**config.mk**
```make
export PLATFORM = sky130hd
export DESIGN_NAME = serial_sub8
export DESIGN_NICKNAME = d
export VERILOG_FILES = /design/src/rtl/serial_sub8.sv
export SDC_FILE = /design/constraint.sdc
export NUM_CORES = 1
export LEC_CHECK = 0
export ABC_AREA = 1
export CORE_MARGIN = 2
export CORE_UTILIZATION = 47
export DETAILED_ROUTE_END_ITERATION = 10
export PLACE_DENSITY = 0.82
export SETUP_SLACK_MARGIN = 0.1
export SYNTH_ARGS = -nofsm -noshare
export SYNTH_HDL_FRONTEND = slang
export SYNTH_SLANG_ARGS = --single-unit
```
**constraint.sdc**
```tcl
create_clock -name clk -period 1.3 [get_ports clk]
set_clock_uncertainty 0.15 [all_clocks]
set_input_delay 0.26 -clock clk [delete_from_list [all_inputs] [get_ports clk]]
set_output_delay 0.26 -clock clk [all_outputs]
set_load 0.02 [all_outputs]
```
**src/rtl/serial_sub8.sv**
```systemverilog
// Bit-serial 8-bit subtractor (a - b), LSB first, start/busy/done handshake.
// Define SUB8_SATURATE_EN to clamp diff_out to 8'h00 on a final borrow.
module serial_sub8 (
    input  logic       clk,
    input  logic       reset_n,
    input  logic       start,
    input  logic [7:0] a,
    input  logic [7:0] b,
    output logic [7:0] diff_out,
    output logic       b_out,
    output logic       busy,
    output logic       done
);

    typedef enum logic [1:0] {
        IDLE = 2'd0,
        RUN  = 2'd1,
        DONE = 2'd2
    } state_e;

    state_e      state_q, state_d;
    logic [7:0]  a_sh_q, a_sh_d;
    logic [7:0]  b_sh_q, b_sh_d;
    logic [7:0]  res_sh_q, res_sh_d;
    logic [7:0]  diff_q, diff_d;
    logic [2:0]  cnt_q, cnt_d;
    logic        br_q, br_d;
    logic        bout_q, bout_d;

    logic        bit_diff;
    logic        br_next;
    logic [7:0]  res_next;

    always_ff @(posedge clk or negedge reset_n) begin
        if (!reset_n) begin
            state_q  <= IDLE;
            a_sh_q   <= 8'h00;
            b_sh_q   <= 8'h00;
            res_sh_q <= 8'h00;
            diff_q   <= 8'h00;
            cnt_q    <= 3'd0;
            br_q     <= 1'b0;
            bout_q   <= 1'b0;
        end else begin
            state_q  <= state_d;
            a_sh_q   <= a_sh_d;
            b_sh_q   <= b_sh_d;
            res_sh_q <= res_sh_d;
            diff_q   <= diff_d;
            cnt_q    <= cnt_d;
            br_q     <= br_d;
            bout_q   <= bout_d;
        end
    end

    // Single-bit full subtractor on the current LSBs
    always_comb begin
        bit_diff = a_sh_q[0] ^ b_sh_q[0] ^ br_q;
        br_next  = (~a_sh_q[0] & b_sh_q[0])
                 | (~(a_sh_q[0] ^ b_sh_q[0]) & br_q);
        res_next = {bit_diff, res_sh_q[7:1]};
    end

    always_comb begin
        state_d  = state_q;
        a_sh_d   = a_sh_q;
        b_sh_d   = b_sh_q;
        res_sh_d = res_sh_q;
        diff_d   = diff_q;
        cnt_d    = cnt_q;
        br_d     = br_q;
        bout_d   = bout_q;

        unique case (state_q)
            IDLE, DONE: begin
                if (start) begin
                    a_sh_d  = a;
                    b_sh_d  = b;
                    br_d    = 1'b0;
                    cnt_d   = 3'd0;
                    state_d = RUN;
                end else begin
                    state_d = IDLE;
                end
            end
            RUN: begin
                res_sh_d = res_next;
                br_d     = br_next;
                a_sh_d   = {1'b0, a_sh_q[7:1]};
                b_sh_d   = {1'b0, b_sh_q[7:1]};
                cnt_d    = cnt_q + 3'd1;
                if (cnt_q == 3'd7) begin
`ifdef SUB8_SATURATE_EN
                    diff_d = br_next ? 8'h00 : res_next;
`else
                    diff_d = res_next;
`endif
                    bout_d  = br_next;
                    state_d = DONE;
                end
            end
            default: state_d = IDLE;
        endcase
    end

    assign diff_out = diff_q;
    assign b_out    = bout_q;
    assign busy     = (state_q == RUN);
    assign done     = (state_q == DONE);

endmodule

```
==> results.json, run 1 <==
{
  "status": "finished, violations left",
  "violations": "negative setup slack",
  "numCtsBuffers": 5,
  "power.leakage_uw": 0.00137,
  "coreArea_um2": 3660,
  "fmax_mhz": 713,
  "hp-class": "in2async",
  "grtUsageTotal": 0.195,
  "start_kind": "flop",
  "syn-cell-area_um2": 1800,
  "synth_top_cell_area_share": 0.528,
  "die_w_um": 65.9,
  "drive_above_1_share": 0.300,
  "initial_core_util": 0.492,
  "rsz0062_at_grt": "true",
  "min_period_ns": 1.40,
  "setup_violations": 29,
  "synth_cell_type_count": 21,
  "yosys-top-cells-area": "dfrtp_1 (53%), nand2_1 (14%), inv_1 (8.1%)",
  "clk_transition_reported_paths_ns": 0.07,
  "r2r-end": "a_sh_q[6]",
  "grt-ovfl-total": 0,
  "endpoint": "done",
  "critPathMaxStageDelay_ns": 0.40,
  "drtIter0Drc": 104,
  "cts-root-buf": "clkbuf_8",
  "startpoint": "state_q[1]",
  "powerDensity_nw_per_um2": 2560,
  "yosysWarnings": 0,
  "pre_cts_slack_ns": -0.267,
  "tightest_slew_ns": 0.200,
  "worst-path-stages": 3,
  "reg2regPathDepth": 6,
  "cts_sinks": 38,
  "critPathCaptureType": "output pin",
  "relSlewSlack": 0.866,
  "ys_seq_elements": 38,
  "crit_fanout": 2,
  "area.growth.synth_to_final_pct": 42.8,
  "syn_nets": 238,
  "fin_crit_sh": 1.08,
  "crit_buf_inv": 2,
  "hold_viol": 0,
  "setup_ws_ns": -0.102,
  "rows": 22,
  "cts.htree.levels": 2,
  "fin_hold_ws_ns": 0.306,
  "drv_cap": 0,
  "critPathSlowestCell": "dfrtp_1",
  "yosys.area.top_type": "dfrtp_1",
  "cpLargestDelayFamily": "flip-flops",
  "floorplan.die.height_um": 65.9,
  "layout.nets": 298,
  "gp_congestion": 0.770,
  "grt_start_max_net_pins": 39,
  "io_buffers": 29,
  "die_area_um2": 4340,
  "wirelength_mm": 3.79,
  "timing.rr.start": "state_q[0]",
  "crit_type": "reg2out",
  "maxSlewViolCount": 0,
  "grt_pass1_wl_mm": 6.40,
  "grt_pass1_vias": 1449,
  "syn_area_per_cell_um2": 8.34,
  "setup_tns_ns": -1.39,
  "r2r_setup_slack_ns": -0.08,
  "wl_per_cell_um": 11.7,
  "crit_arrival_ns": 0.99,
  "antenna_found_initial": 0,
  "clk_path_buf_depth": 2,
  "cts_tree": "done",
  "drc": 0,
  "max-vdd-ir-drop_uv": 1480,
  "synthCells": 216,
  "vias_per_cell": 4.64,
  "place_hpwl_mm": 2.49,
  "yosysSeqAreaShare": 0.528,
  "vias": 1507,
  "n_antenna_cell": 0,
  "total_power_uw": 6590,
  "drt_pass1_iterations": 4,
  "boundaryPins": 30,
  "clk_latency_ns": 0.30,
  "drtAntennaViolNets": 0,
  "crit_chain": "inv_2, nor2_4, buf_6",
  "required_ns": 0.89
}
[per-layer routing]
layer,vias up,track usage,wire (um)
met5,-,0,0
met2,26,0.314,1830
met1,704,0.254,1750
met3,7,0.0511,156
li1,770,-,-
met4,0,0.0703,60
[cells in the final DEF (no fill, tap or decap)]
cell type,count
a21oi_1,1
inv_4,1
nand3_1,28
o21ai_4,1
o21ai_1,7
or2_1,1
inv_1,35
buf_6,13
buf_8,1
clkinv_2,1
nor2_1,1
fa_2,1
o21ai_0,2
o21ai_2,9
nand2_4,3
dfrtp_1,37
nor2_4,2
nand2_1,63
dlygate4sd3_1,1
buf_4,25
buf_12,4
ha_2,1
inv_8,1
clkbuf_8,6
buf_2,1
nand2_2,6
inv_2,5
clkdlybuf4s50_1,17
ha_4,1
dfrtp_2,1
clkbuf_1,1
[registers in the layout, indices dropped and copies added, names as in the netlist]
signal	cells
br_q	1
cnt_q	3
res_sh_q	7
b_sh_q	8
b_out	1
state_q	2
diff_out	8
a_sh_q	8
[worst min-delay path: stages]
cell           delay, ns
dlygate4sd3_1       0.52
buf_2               0.12
buf_12              0.21
[area by class of cell]
| type | instances | area [um2] |
|---|---|---|
| repair buffers | 62 | 614 |
| clock buffers | 7 | 86.3 |
| clock inverters | 1 | 5.00 |
| inverters | 42 | 168 |
| multi-input cells | 127 | 688 |
| flip-flops and latches | 38 | 952 |
| fillers | 267 | 1090 |
| well taps | 48 | 60.1 |
[kinds of logic (layout without fill, tap and decap cells)]
logic type | Yosys count | in the layout | synth area share
AOI/OAI and AO/OA | 20 | 20 | 0.0722
adders and majority gates | 3 | 3 | 0.0250
buffers and inverters | 51 | 112 | 0.122
DFF | 38 | 38 | 0.528
and+or+nand+nor | 104 | 104 | 0.253
[worst min-delay path by stage]
stage / to / cells after the start
after floorplan: a_sh_q[0] / 0
after global placement: diff_out[3] / 2
after detailed placement: diff_out[3] / 2
after CTS: res_sh_q[4] / 3
after global routing: a_sh_q[6] / 3
final: res_sh_q[4] / 3
[cell usage after synthesis]
cell type   n
buf_6       2
buf_4       2
inv_1      39
nand2_2     2
ha_1        2
nor2_1      2
a21oi_1     1
fa_1        1
nand3_1    28
o21ai_0     4
o21ai_2     8
or2_1       1
nand2_4     2
nand2_1    68
o21ai_1     7
dfrtp_1    38
clkbuf_1    2
nor2_4      1
inv_4       1
inv_2       2
buf_2       3
[metrics by stage]
stage / util / cells / cell area, um2
floorplan: - / 216 / 1830
global placement: 0.627 / 303 / 2290
detailed placement: 0.627 / 303 / 2290
CTS: 0.685 / 318 / 2510
global route: 0.703 / 325 / 2570
finish: 0.703 / 325 / 2570
[timing repair]
action,4_1_cts,5_1_grt
gates resized for setup,82,4
endpoints found under the setup margin,49,49
pin swaps,2,3
buffers inserted,6,7
hold buffers,1,0
hold endpoints to repair,38,0
[power breakdown]
group | total [uW] | internal, uW | switching, uW
combinational | 3630 | 1760 | 1870
sequential | 2120 | 1760 | 356
clock | 846 | 428 | 418
Power figures use the tool's default switching activity.
==> inputs of run 2 (changes only) <==
SLEW_MARGIN = 20   (was default)
==> results of run 2 <==
Final layout, timing and power as in run 1 (identical DEF).
